<file path="config.mk">
export PLATFORM = sky130hd
export DESIGN_NAME = generic_bus_clint_flat
export DESIGN_NICKNAME = d
export VERILOG_FILES = /design/src/rtl/generic_bus_clint_pkg.sv /design/src/rtl/generic_bus_clint_if.sv /design/src/rtl/generic_bus_clint_timer.sv /design/src/rtl/generic_bus_clint.sv /design/src/flat_wrapper.sv
export SDC_FILE = /design/constraint.sdc
export NUM_CORES = 1
export LEC_CHECK = 0
export BUFFER_PORTS_ARGS = -buffer_cell sky130_fd_sc_hd__buf_2
export CORE_UTILIZATION = 61
export DETAILED_ROUTE_END_ITERATION = 10
export PLACE_DENSITY_LB_ADDON = 0.2
export SLEW_MARGIN = 10
export SYNTH_ARGS = -nofsm -noshare
export SYNTH_HDL_FRONTEND = slang
export SYNTH_SLANG_ARGS = --single-unit
</file>
<file path="constraint.sdc">
create_clock -name CLK -period 3.5 [get_ports CLK]
set_clock_uncertainty 0.05 [all_clocks]
set_input_delay 0.175 -clock CLK [delete_from_list [all_inputs] [get_ports CLK]]
set_output_delay 0.175 -clock CLK [all_outputs]
set_load 0.02 [all_outputs]
</file>
<file path="src/rtl/generic_bus_clint_pkg.sv">
// Shared definitions for the CLINT-style timer/software-interrupt peripheral:
// register offsets, bus FSM state type and the byte-lane merge helper.
package generic_bus_clint_pkg;

    // Register offsets within the 64 KiB window (word aligned)
    localparam logic [15:0] MSIP_OFF        = 16'h0000;
    localparam logic [15:0] MTIMECMP_LO_OFF = 16'h4000;
    localparam logic [15:0] MTIMECMP_HI_OFF = 16'h4004;
    localparam logic [15:0] MTIME_LO_OFF    = 16'hBFF8;
    localparam logic [15:0] MTIME_HI_OFF    = 16'hBFFC;

    typedef enum logic [1:0] {
        IDLE = 2'd0,
        WAIT = 2'd1,
        RESP = 2'd2
    } clint_state_t;

    // Replace each byte of old_word whose byte_en bit is set with the matching wdata byte
    function automatic logic [31:0] merge_bytes(
        input logic [31:0] old_word,
        input logic [31:0] wdata,
        input logic [3:0]  byte_en
    );
        logic [31:0] res;
        res = old_word;
        for (int i = 0; i < 4; i++) begin
            if (byte_en[i]) begin
                res[8*i +: 8] = wdata[8*i +: 8];
            end else begin
                res[8*i +: 8] = old_word[8*i +: 8];
            end
        end
        return res;
    endfunction

endpackage

</file>
<file path="src/rtl/generic_bus_clint_if.sv">
// Generic request/busy bus between the core (master) and a responder (slave).
interface generic_bus_clint_if;
    logic        ren;
    logic        wen;
    logic [31:0] addr;
    logic [31:0] wdata;
    logic [3:0]  byte_en;
    logic        busy;
    logic [31:0] rdata;

    modport master (
        output ren, wen, addr, wdata, byte_en,
        input  busy, rdata
    );

    modport slave (
        input  ren, wen, addr, wdata, byte_en,
        output busy, rdata
    );
endinterface

</file>
<file path="src/rtl/generic_bus_clint_timer.sv">
// Timer core of the CLINT: prescaler, free-running 64-bit mtime, mtimecmp
// storage and the registered timer interrupt with its falling-edge clear pulse.
// Writes arrive as per-half strobes with data already byte-merged by the bus side.
module clint_timer #(
    parameter int PRESCALE = 1
) (
    input  logic        CLK,
    input  logic        RST,
    input  logic        i_wr_cmp_lo,
    input  logic        i_wr_cmp_hi,
    input  logic        i_wr_time_lo,
    input  logic        i_wr_time_hi,
    input  logic [31:0] i_wdata,
    output logic [63:0] o_mtime,
    output logic [63:0] o_mtimecmp,
    output logic        o_timer_int,
    output logic        o_timer_int_clear
);

    localparam logic [31:0] PRESCALE_LAST = 32'(PRESCALE - 1);

    logic [31:0] r_presc;
    logic [63:0] r_mtime;
    logic [63:0] r_mtimecmp;
    logic        r_timer_int;
    logic        r_timer_int_clear;
    logic        w_tick;
    logic        w_cmp_hit;

    // Tick and compare decode from current register state
    always_comb begin
        w_tick    = (r_presc == PRESCALE_LAST);
        w_cmp_hit = (r_mtime >= r_mtimecmp);
    end

    // Prescale counter: wraps from PRESCALE-1 to 0, producing one tick per wrap
    always_ff @(posedge CLK) begin
        if (RST) begin
            r_presc <= 32'd0;
        end else if (w_tick) begin
            r_presc <= 32'd0;
        end else begin
            r_presc <= r_presc + 32'd1;
        end
    end

    // mtime: a bus write to either half wins over the tick, which is then lost
    always_ff @(posedge CLK) begin
        if (RST) begin
            r_mtime <= 64'd0;
        end else if (i_wr_time_lo) begin
            r_mtime[31:0] <= i_wdata;
        end else if (i_wr_time_hi) begin
            r_mtime[63:32] <= i_wdata;
        end else if (w_tick) begin
            r_mtime <= r_mtime + 64'd1;
        end else begin
            r_mtime <= r_mtime;
        end
    end

    // mtimecmp storage, reset to all ones so no interrupt fires out of reset
    always_ff @(posedge CLK) begin
        if (RST) begin
            r_mtimecmp <= 64'hFFFF_FFFF_FFFF_FFFF;
        end else if (i_wr_cmp_lo) begin
            r_mtimecmp[31:0] <= i_wdata;
        end else if (i_wr_cmp_hi) begin
            r_mtimecmp[63:32] <= i_wdata;
        end else begin
            r_mtimecmp <= r_mtimecmp;
        end
    end

    // Registered timer level and a one-cycle pulse when it drops
    always_ff @(posedge CLK) begin
        if (RST) begin
            r_timer_int       <= 1'b0;
            r_timer_int_clear <= 1'b0;
        end else begin
            r_timer_int       <= w_cmp_hit;
            r_timer_int_clear <= r_timer_int & ~w_cmp_hit;
        end
    end

    assign o_mtime           = r_mtime;
    assign o_mtimecmp        = r_mtimecmp;
    assign o_timer_int       = r_timer_int;
    assign o_timer_int_clear = r_timer_int_clear;

endmodule

</file>
<file path="src/rtl/generic_bus_clint.sv">
// CLINT-style peripheral on the generic bus: request FSM with configurable
// wait latency, address decode, msip and soft interrupt; the timer lives in
// clint_timer. Out-of-window or unmapped accesses complete normally, reading 0.
module generic_bus_clint
    import generic_bus_clint_pkg::*;
#(
    parameter logic [31:0] BASE_ADDR = 32'h0200_0000,
    parameter int          LATENCY   = 1,
    parameter int          PRESCALE  = 1
) (
    input  logic                      CLK,
    input  logic                      RST,
    generic_bus_clint_if.slave        bus,
    output logic                      timer_int,
    output logic                      timer_int_clear,
    output logic                      soft_int,
    output logic                      soft_int_clear
);

    localparam logic [3:0] LAT_CNT = 4'(LATENCY);

    clint_state_t r_state;
    clint_state_t w_next_state;
    logic [3:0]   r_cnt;
    logic [3:0]   w_cnt_next;
    logic         w_capture;

    logic [31:0]  r_addr;
    logic [31:0]  r_wdata;
    logic [3:0]   r_be;
    logic         r_is_write;
    logic         r_is_read;
    logic         r_busy;

    logic         r_msip;
    logic         r_soft_int;
    logic         r_soft_int_clear;

    logic         w_in_window;
    logic [15:0]  w_offset;
    logic         w_sel_msip;
    logic         w_sel_cmp_lo;
    logic         w_sel_cmp_hi;
    logic         w_sel_time_lo;
    logic         w_sel_time_hi;
    logic [31:0]  w_reg_val;
    logic [31:0]  w_merged;
    logic         w_commit;
    logic [63:0]  w_mtime;
    logic [63:0]  w_mtimecmp;

    // Next-state and wait-counter logic for IDLE -> WAIT -> RESP -> IDLE
    always_comb begin
        w_next_state = r_state;
        w_cnt_next   = r_cnt;
        w_capture    = 1'b0;
        case (r_state)
            IDLE: begin
                if (bus.ren | bus.wen) begin
                    w_capture  = 1'b1;
                    w_cnt_next = LAT_CNT;
                    if (LAT_CNT == 4'd0) begin
                        w_next_state = RESP;
                    end else begin
                        w_next_state = WAIT;
                    end
                end else begin
                    w_next_state = IDLE;
                end
            end
            WAIT: begin
                w_cnt_next = r_cnt - 4'd1;
                if (r_cnt <= 4'd1) begin
                    w_next_state = RESP;
                end else begin
                    w_next_state = WAIT;
                end
            end
            RESP: begin
                w_next_state = IDLE;
            end
            default: begin
                w_next_state = IDLE;
                w_cnt_next   = 4'd0;
            end
        endcase
    end

    // FSM state and wait counter registers
    always_ff @(posedge CLK) begin
        if (RST) begin
            r_state <= IDLE;
            r_cnt   <= 4'd0;
        end else begin
            r_state <= w_next_state;
            r_cnt   <= w_cnt_next;
        end
    end

    // Capture the request once in IDLE; later input changes are ignored
    always_ff @(posedge CLK) begin
        if (RST) begin
            r_addr     <= 32'd0;
            r_wdata    <= 32'd0;
            r_be       <= 4'd0;
            r_is_write <= 1'b0;
            r_is_read  <= 1'b0;
        end else if (w_capture) begin
            r_addr     <= bus.addr;
            r_wdata    <= bus.wdata;
            r_be       <= bus.byte_en;
            r_is_write <= bus.wen;
            r_is_read  <= bus.ren & ~bus.wen;
        end else begin
            r_addr     <= r_addr;
            r_wdata    <= r_wdata;
            r_be       <= r_be;
            r_is_write <= r_is_write;
            r_is_read  <= r_is_read;
        end
    end

    // busy is registered and drops for exactly the RESP cycle
    always_ff @(posedge CLK) begin
        if (RST) begin
            r_busy <= 1'b1;
        end else begin
            r_busy <= (w_next_state != RESP);
        end
    end

    // Address decode of the captured request; byte offset bits are masked off
    always_comb begin
        w_in_window   = (r_addr[31:16] == BASE_ADDR[31:16]);
        w_offset      = r_addr[15:0] & 16'hFFFC;
        w_sel_msip    = w_in_window & (w_offset == MSIP_OFF);
        w_sel_cmp_lo  = w_in_window & (w_offset == MTIMECMP_LO_OFF);
        w_sel_cmp_hi  = w_in_window & (w_offset == MTIMECMP_HI_OFF);
        w_sel_time_lo = w_in_window & (w_offset == MTIME_LO_OFF);
        w_sel_time_hi = w_in_window & (w_offset == MTIME_HI_OFF);
    end

    // Current value of the selected register; also the base for byte merging
    always_comb begin
        w_reg_val = 32'd0;
        if (w_sel_msip) begin
            w_reg_val = {31'd0, r_msip};
        end else if (w_sel_cmp_lo) begin
            w_reg_val = w_mtimecmp[31:0];
        end else if (w_sel_cmp_hi) begin
            w_reg_val = w_mtimecmp[63:32];
        end else if (w_sel_time_lo) begin
            w_reg_val = w_mtime[31:0];
        end else if (w_sel_time_hi) begin
            w_reg_val = w_mtime[63:32];
        end else begin
            w_reg_val = 32'd0;
        end
        w_merged = merge_bytes(w_reg_val, r_wdata, r_be);
        w_commit = (r_state == RESP) & r_is_write;
    end

    // Read data is presented only during RESP of a pure read; it reflects
    // register contents in that cycle, before any same-edge tick or write
    always_comb begin
        if ((r_state == RESP) && r_is_read) begin
            bus.rdata = w_reg_val;
        end else begin
            bus.rdata = 32'd0;
        end
    end

    assign bus.busy = r_busy;

    // msip: only bit 0 is storage
    always_ff @(posedge CLK) begin
        if (RST) begin
            r_msip <= 1'b0;
        end else if (w_commit && w_sel_msip) begin
            r_msip <= w_merged[0];
        end else begin
            r_msip <= r_msip;
        end
    end

    // Registered soft interrupt level and a one-cycle pulse when it drops
    always_ff @(posedge CLK) begin
        if (RST) begin
            r_soft_int       <= 1'b0;
            r_soft_int_clear <= 1'b0;
        end else begin
            r_soft_int       <= r_msip;
            r_soft_int_clear <= r_soft_int & ~r_msip;
        end
    end

    assign soft_int       = r_soft_int;
    assign soft_int_clear = r_soft_int_clear;

    clint_timer #(
        .PRESCALE (PRESCALE)
    ) u_timer (
        .CLK               (CLK),
        .RST               (RST),
        .i_wr_cmp_lo       (w_commit & w_sel_cmp_lo),
        .i_wr_cmp_hi       (w_commit & w_sel_cmp_hi),
        .i_wr_time_lo      (w_commit & w_sel_time_lo),
        .i_wr_time_hi      (w_commit & w_sel_time_hi),
        .i_wdata           (w_merged),
        .o_mtime           (w_mtime),
        .o_mtimecmp        (w_mtimecmp),
        .o_timer_int       (timer_int),
        .o_timer_int_clear (timer_int_clear)
    );

endmodule
</file>
<file path="src/flat_wrapper.sv">
// flat-port wrapper written by rule: the top's interface ports become plain ports
module generic_bus_clint_flat import generic_bus_clint_pkg::*;
#(
    parameter logic [31:0] BASE_ADDR = 32'h0200_0000,
    parameter int          LATENCY   = 1,
    parameter int          PRESCALE  = 1
)
  (CLK, RST, timer_int, timer_int_clear, soft_int, soft_int_clear, bus_ren, bus_wen, bus_addr, bus_wdata, bus_byte_en, bus_busy, bus_rdata);
  generic_bus_clint_if bus_i ();
  input  logic CLK;
  input  logic RST;
  output logic timer_int;
  output logic timer_int_clear;
  output logic soft_int;
  output logic soft_int_clear;
  input wire logic [$bits(bus_i.ren)-1:0] bus_ren;
  input wire logic [$bits(bus_i.wen)-1:0] bus_wen;
  input wire logic [$bits(bus_i.addr)-1:0] bus_addr;
  input wire logic [$bits(bus_i.wdata)-1:0] bus_wdata;
  input wire logic [$bits(bus_i.byte_en)-1:0] bus_byte_en;
  output wire logic [$bits(bus_i.busy)-1:0] bus_busy;
  output wire logic [$bits(bus_i.rdata)-1:0] bus_rdata;
  assign bus_i.ren = bus_ren;
  assign bus_i.wen = bus_wen;
  assign bus_i.addr = bus_addr;
  assign bus_i.wdata = bus_wdata;
  assign bus_i.byte_en = bus_byte_en;
  assign bus_busy = bus_i.busy;
  assign bus_rdata = bus_i.rdata;
  generic_bus_clint #(.BASE_ADDR(BASE_ADDR), .LATENCY(LATENCY), .PRESCALE(PRESCALE)) u_core (.CLK(CLK), .RST(RST), .bus(bus_i), .timer_int(timer_int), .timer_int_clear(timer_int_clear), .soft_int(soft_int), .soft_int_clear(soft_int_clear));
endmodule
</file>
; ---- After elaboration in Yosys (flattened, before gate mapping)
; Index checks and enable logic that the tools add are counted.
[totals]
register_bits = 242
input_bits = 72
out_inout_bits = 37
elab_cells = 86
[op_classes]
addsub = 3
n_lt_le_gt_ge = 2
n_eq_ne = 10
muxes = 21
bitwise_logic = 20
n_reduce_logical = 12
[ops]
columns = cell, count
row1 = 2-to-1 mux 32 bit, 9
row2 = "adder 64 x 1 -> 64 bit, second input constant", 1
row3 = >= comparator 64 bit, 1
row4 = 2-to-1 mux 64 bit, 1
row5 = "adder 32 x 1 -> 32 bit, second input constant", 1
row6 = logical NOT 32 bit, 1
row7 = 2-to-1 mux 8 bit, 4
row8 = "== test 14 x 13 -> 1 bit, second input constant", 2
row9 = "== test 14 bit, second input constant", 2
row10 = "== test 16 x 10 -> 1 bit, second input constant", 1
row11 = logical NOT 16 bit, 1
row12 = AND 1 bit, 13
row13 = case mux 4 bit (3 select lines), 1
row14 = AND reduction 2 bit, 4
row15 = NOT 1 bit, 6
row16 = "less-or-equal comparator 4 x 1 -> 1 bit, second input constant", 1
row17 = 2-to-1 mux 4 bit, 1
row18 = "!= test 2 bit, second input constant", 2
row19 = case mux 2 bit (2 select lines), 1
row20 = nonzero test 2 bit, 2
row21 = "subtractor 4 x 1 -> 4 bit, second input constant", 1
row22 = 2-to-1 mux 1 bit, 3
row23 = "== test 2 x 1 -> 1 bit, second input constant", 1
row24 = "== test 2 bit, second input constant", 1
row25 = other kinds (6), 7

; ---- Logic depth before layout (Yosys ltp)
[logic_depth]
ltp_word = 9
mapped_depth = 11
mapped_depth_nobuf = 9

; ---- Hierarchy
; From an unflattened synthesis, not the netlist that was laid out.
[unflattened]
hier_cells = 1709
area_unflattened_um2 = 13558.0
[by_module_without_submodules]
columns = module, n_inst, cells_each, area_each_um2, seq_area_each_um2
row1 = clint_timer, 1, 1117, 9178.8, 3243.1
row2 = generic_bus_clint, 1, 592, 4379.2, 1561.5

; ---- Worst setup path before layout
; Ideal clock, no wire load.
[synth_timing]
path_kind = register -> output
start = register u_core.r_addr[23]
end = output bus_rdata[26]
t_arrival_ns = 2.352
required_ns = 3.275
path_slack_ns = 0.923
stages_incl_launch_ff = 8
n_path_buf = 3
cell_sequence = dfxtp_1 nor4b_1 nand4_1 buf_1 or3_1 clkbuf_1 buf_1 nor3_1
[synth_between]
elab_chain_len = 8
word_cells_on_any_way = 12
cone_classes = eq/ne (1) / mux (6) / bitwise (5)
[synth_rtl]
columns = element, line
row1 = start: declaration, generic_bus_clint.sv:28  ; logic [31:0] r_addr;
row2 = start signal: assignment, generic_bus_clint.sv:109  ; r_addr <= bus.addr;
row3 = start signal: assignment, generic_bus_clint.sv:115  ; r_addr <= r_addr;
row4 = == test 16 x 10 -> 1 bit *, generic_bus_clint.sv:134  ; w_in_window = (r_addr[31:16] == BASE_ADDR[31:16]);
row5 = AND 1 bit, generic_bus_clint.sv:140  ; w_sel_time_hi = w_in_window & (w_offset == MTIME_HI_OFF);
row6 = 2-to-1 mux 32 bit, generic_bus_clint.sv:154  ; end else if (w_sel_time_hi) begin
row7 = 2-to-1 mux 32 bit, generic_bus_clint.sv:152  ; end else if (w_sel_time_lo) begin
row8 = 2-to-1 mux 32 bit, generic_bus_clint.sv:150  ; end else if (w_sel_cmp_hi) begin
row9 = 2-to-1 mux 32 bit, generic_bus_clint.sv:148  ; end else if (w_sel_cmp_lo) begin
row10 = 2-to-1 mux 32 bit *, generic_bus_clint.sv:146  ; if (w_sel_msip) begin
row11 = 2-to-1 mux 32 bit *, generic_bus_clint.sv:166  ; if ((r_state == RESP) && r_is_read) begin
row12 = end: declaration, flat_wrapper.sv:22  ; output wire logic [$bits(bus_i.rdata)-1:0] bus_rdata;
; Every way passes the cells marked *; elsewhere a longest branch is shown, timed or not.

; ---- Worst setup path in the final report
[layout_timing]
start = register u_core.r_addr[7]
end = output bus_rdata[15]
[layout_between]
elab_chain_len = 8
word_cells_on_any_way = 16
cone_classes = eq/ne (4) / mux (6) / bitwise (5) / reduce/logical (1)
[layout_rtl]
columns = element, line
row1 = == test 14 bit, generic_bus_clint.sv:140
row2 = AND 1 bit, generic_bus_clint.sv:140
row3 = 2-to-1 mux 32 bit, generic_bus_clint.sv:154
row4 = 2-to-1 mux 32 bit, generic_bus_clint.sv:152
row5 = 2-to-1 mux 32 bit, generic_bus_clint.sv:150
row6 = 2-to-1 mux 32 bit, generic_bus_clint.sv:148
row7 = 2-to-1 mux 32 bit *, generic_bus_clint.sv:146
row8 = 2-to-1 mux 32 bit *, generic_bus_clint.sv:166
; Marked as above.

==> results_dict.tcl <==
set metrics [dict create \
    outcome "completed" \
    crit_type "flip-flop to primary output" \
    first_global_vias 13500 \
    diodes 0 \
    fill_cells 1568 \
    hold_violations 0 \
    crit_arrival_ns 3.09 \
    final_nets 1997 \
    min_path_type "input pin to flip-flop" \
    vias 14100 \
    root_buffer "clkbuf_16" \
    final_common_cell "nand2_1" \
    cts_buffers 26 \
    htree_levels 1 \
    synth-main-ff-cell "dfxtp_1" \
    cts.sinks 240 \
    die-area_um2 22500 \
    synth_nets 1850 \
    synthesis.area_um2 13300 \
    synth_cell_types 74 \
    p_comb_share_pct 10.2 \
    period_share_pct 94.7 \
    start_util_pct 62.8 \
    cp-end-kind "primary output" \
    synth-edff-count 0 \
    grt.overflow.total 0 \
    clock_latency_ns 0.54 \
    ant_nets 0 \
    grt_pass1_wl_um 70400 \
    drive_above_1_share_pct 12.2 \
    synthesis.instances 1709 \
    switching_share_pct 25.4 \
    fmax_mhz 302 \
    seq_area_frac_synth_pct 36.0 \
    ys.warnings.count 0 \
    p_leak_uw 0.00701 \
    gp_congestion 0.939 \
    portBuffers 106 \
    fp-row-count 53 \
    maxCapViolations 0 \
    drc 0 \
    synth_area_per_cell_um2 7.80 \
    chipHeight_um 150 \
    p_switching_uw 1720 \
    ioPinCount 109 \
    async_reset_ff_share_pct 0 \
    worst_slack_ns 0.186 \
    p_int_uw 5050 \
    drt_pass1_iterations 7 \
    grt_max_degree 74 \
    multiInputGateArea_um2 7790 \
    rsz0062_at_grt "no" \
    cts_tree "built" \
    fin_crit_ns 3.31 \
    clkTransAtPathRegs_ns 0.06 \
    grt_antenna_before_repair 0 \
    wl_per_cell_um 21.2 \
    pwr-share-clk_pct 46.5 \
    slew_violations 0 \
    core_region_area_um2 21200 \
    hpwl_um 28400 \
    path_max_fanout 9 \
    relSlewSlack_pct 46.8 \
    power-per-cell-area_nw_per_um2 428 \
    routed_wl_um 45600 \
    final_cell_mix "254 x nand2_1, 239 x dfxtp_1, 219 x nor2_1" \
    drtIter0Drc 1679 \
    required_ns 3.27 \
    ys_ff_latch 240 \
    worst_pin_slew_ns 0.799 \
    fp.dieW_um 150 \
    track_usage_pct 40.2 \
    ctsResizeCount 0 \
    seqPwrFrac_pct 43.3 \
    clockBufferDepth 3 \
    crit_path_start_kind "flip-flop" \
    dp_slack_ns 0.457 \
    syn2layout_area_growth_pct 18.7 \
    fin_setup_tns_ns 0 \
    setup_viol_count_final 0 \
    viasPerCell 6.54 \
    irDropWorstVdd_mv 0.423 \
    regArea_um2 4810 \
]
-- repair_timing --
action	in CTS	in global routing
buffers inserted	0	0
endpoints found under the hold margin	68	0
hold buffers	69	0
-- power groups by stage --
stage | sequential, uW | clock (uW) | combinational, uW
after global placement | 2980 | 0 | 567
after floorplan | 2940 | 0 | 415
after CTS | 2920 | 3150 | 642
after global routing | 2940 | 3260 | 741
final | 2940 | 3150 | 692
after detailed placement | 2980 | 0 | 580
-- worst max-delay path: stages, from the launching register on --
cell and delay [ns]:
dfxtp_1 0.36, nor4_1 0.55, and4_1 0.54, and2_1 0.22, buf_4 0.25, a221oi_1 0.18, nor2_1 0.24, buf_2 0.22
-- final timing paths --
path	cells after the start	from	slack [ns]	end
min reg2reg	2	u_core.r_wdata[14]$_SDFFE_PP0P_	0.41	u_core.r_wdata[14]$_SDFFE_PP0P_
max reg2reg	8	u_core.r_addr[7]$_SDFFE_PP0P_	0.36	u_core.u_timer.o_mtime[48]$_SDFFE_PP0P_
min	2	RST	0.06	u_core.u_timer.o_mtime[54]$_SDFFE_PP0P_
max	7	u_core.r_addr[7]$_SDFFE_PP0P_	0.19	bus_rdata[15]
-- Yosys cell counts, types with 8 or more instances --
master / instances / area (um2)
and3_1: 19 / 119
xnor2_1: 21 / 184
and2_1: 11 / 68.8
o211ai_1: 32 / 240
o31ai_1: 11 / 82.6
clkbuf_1: 69 / 259
a21o_1: 10 / 75.1
nand4_1: 41 / 257
a22oi_1: 18 / 135
xor2_1: 46 / 403
nor4_1: 27 / 169
ha_1: 69 / 863
nor3_1: 46 / 230
nor2_1: 219 / 822
a211oi_1: 45 / 338
mux2i_1: 27 / 270
a31oi_1: 8 / 50.1
and4_1: 10 / 87.6
o21ai_0: 54 / 270
a221oi_1: 21 / 184
nand3_1: 48 / 240
nand2_1: 254 / 953
buf_2: 18 / 90.1
a21oi_1: 122 / 611
a22o_1: 8 / 70.1
o22a_1: 8 / 70.1
dfxtp_1: 240 / 4800
inv_1: 84 / 315
-- logic make-up (layout without fill, tap and decap cells) --
family,Yosys count,in the layout,share of synthesized area (%)
DFF,240,240,36.0
xor gates and xnor gates,67,67,4.40
muxes,31,31,2.37
AOI/OAI and AO/OA,389,389,19.3
and+or+nand+nor,728,728,25.7
buffers and inverters,185,352,5.74
adders and majority gates,69,69,6.48
-- metrics by stage --
stage	instances	hold slack, ns	utilization [%]	cell area, um2	power, uW
2_1_floorplan	1709	0.222	-	13300	3360
3_3_place_gp	2034	0.366	66.7	14100	3540
3_5_place_dp	2034	0.371	66.7	14100	3560
4_1_cts	2151	0.0384	74.6	15800	6710
5_1_grt	2151	0.0562	74.6	15800	6950
6_report	2151	0.0565	74.6	15800	6780
-- sequential cells by signal, summed over array words and instances (netlist names) --
signal                            cells
u_core.u_timer.o_mtime               64
u_core.u_timer.o_timer_int            1
u_core.bus.busy                       1
u_core.r_addr                        30
u_core.r_is_read                      1
u_core.r_is_write                     1
u_core.r_wdata                       32
u_core.r_cnt                          4
u_core.r_be                           4
u_core.r_msip                         1
u_core.u_timer.o_timer_int_clear      1
u_core.soft_int                       1
u_core.r_state                        2
u_core.soft_int_clear                 1
u_core.u_timer.r_presc               32
u_core.u_timer.o_mtimecmp            64
-- layout make-up --
type / instances / share of cell area, %
well taps: 275 / 2.17
multi-input cells: 1284 / 49.2
inverters: 84 / 1.99
clock buffers: 36 / 4.86
repair buffers: 220 / 10.0
flip-flops and latches: 240 / 30.4
clock inverters: 12 / 1.34
-- metal layers --
layer | up-vias | GRT usage [%] | part of all wire, %
li1 | 6382 | - | -
met1 | 6540 | 50.9 | 38
met2 | 939 | 64.8 | 45
met3 | 199 | 7.84 | 12
met4 | 0 | 20.4 | 5.0
met5 | - | 0 | 0
Power figures use the tool's default switching activity.
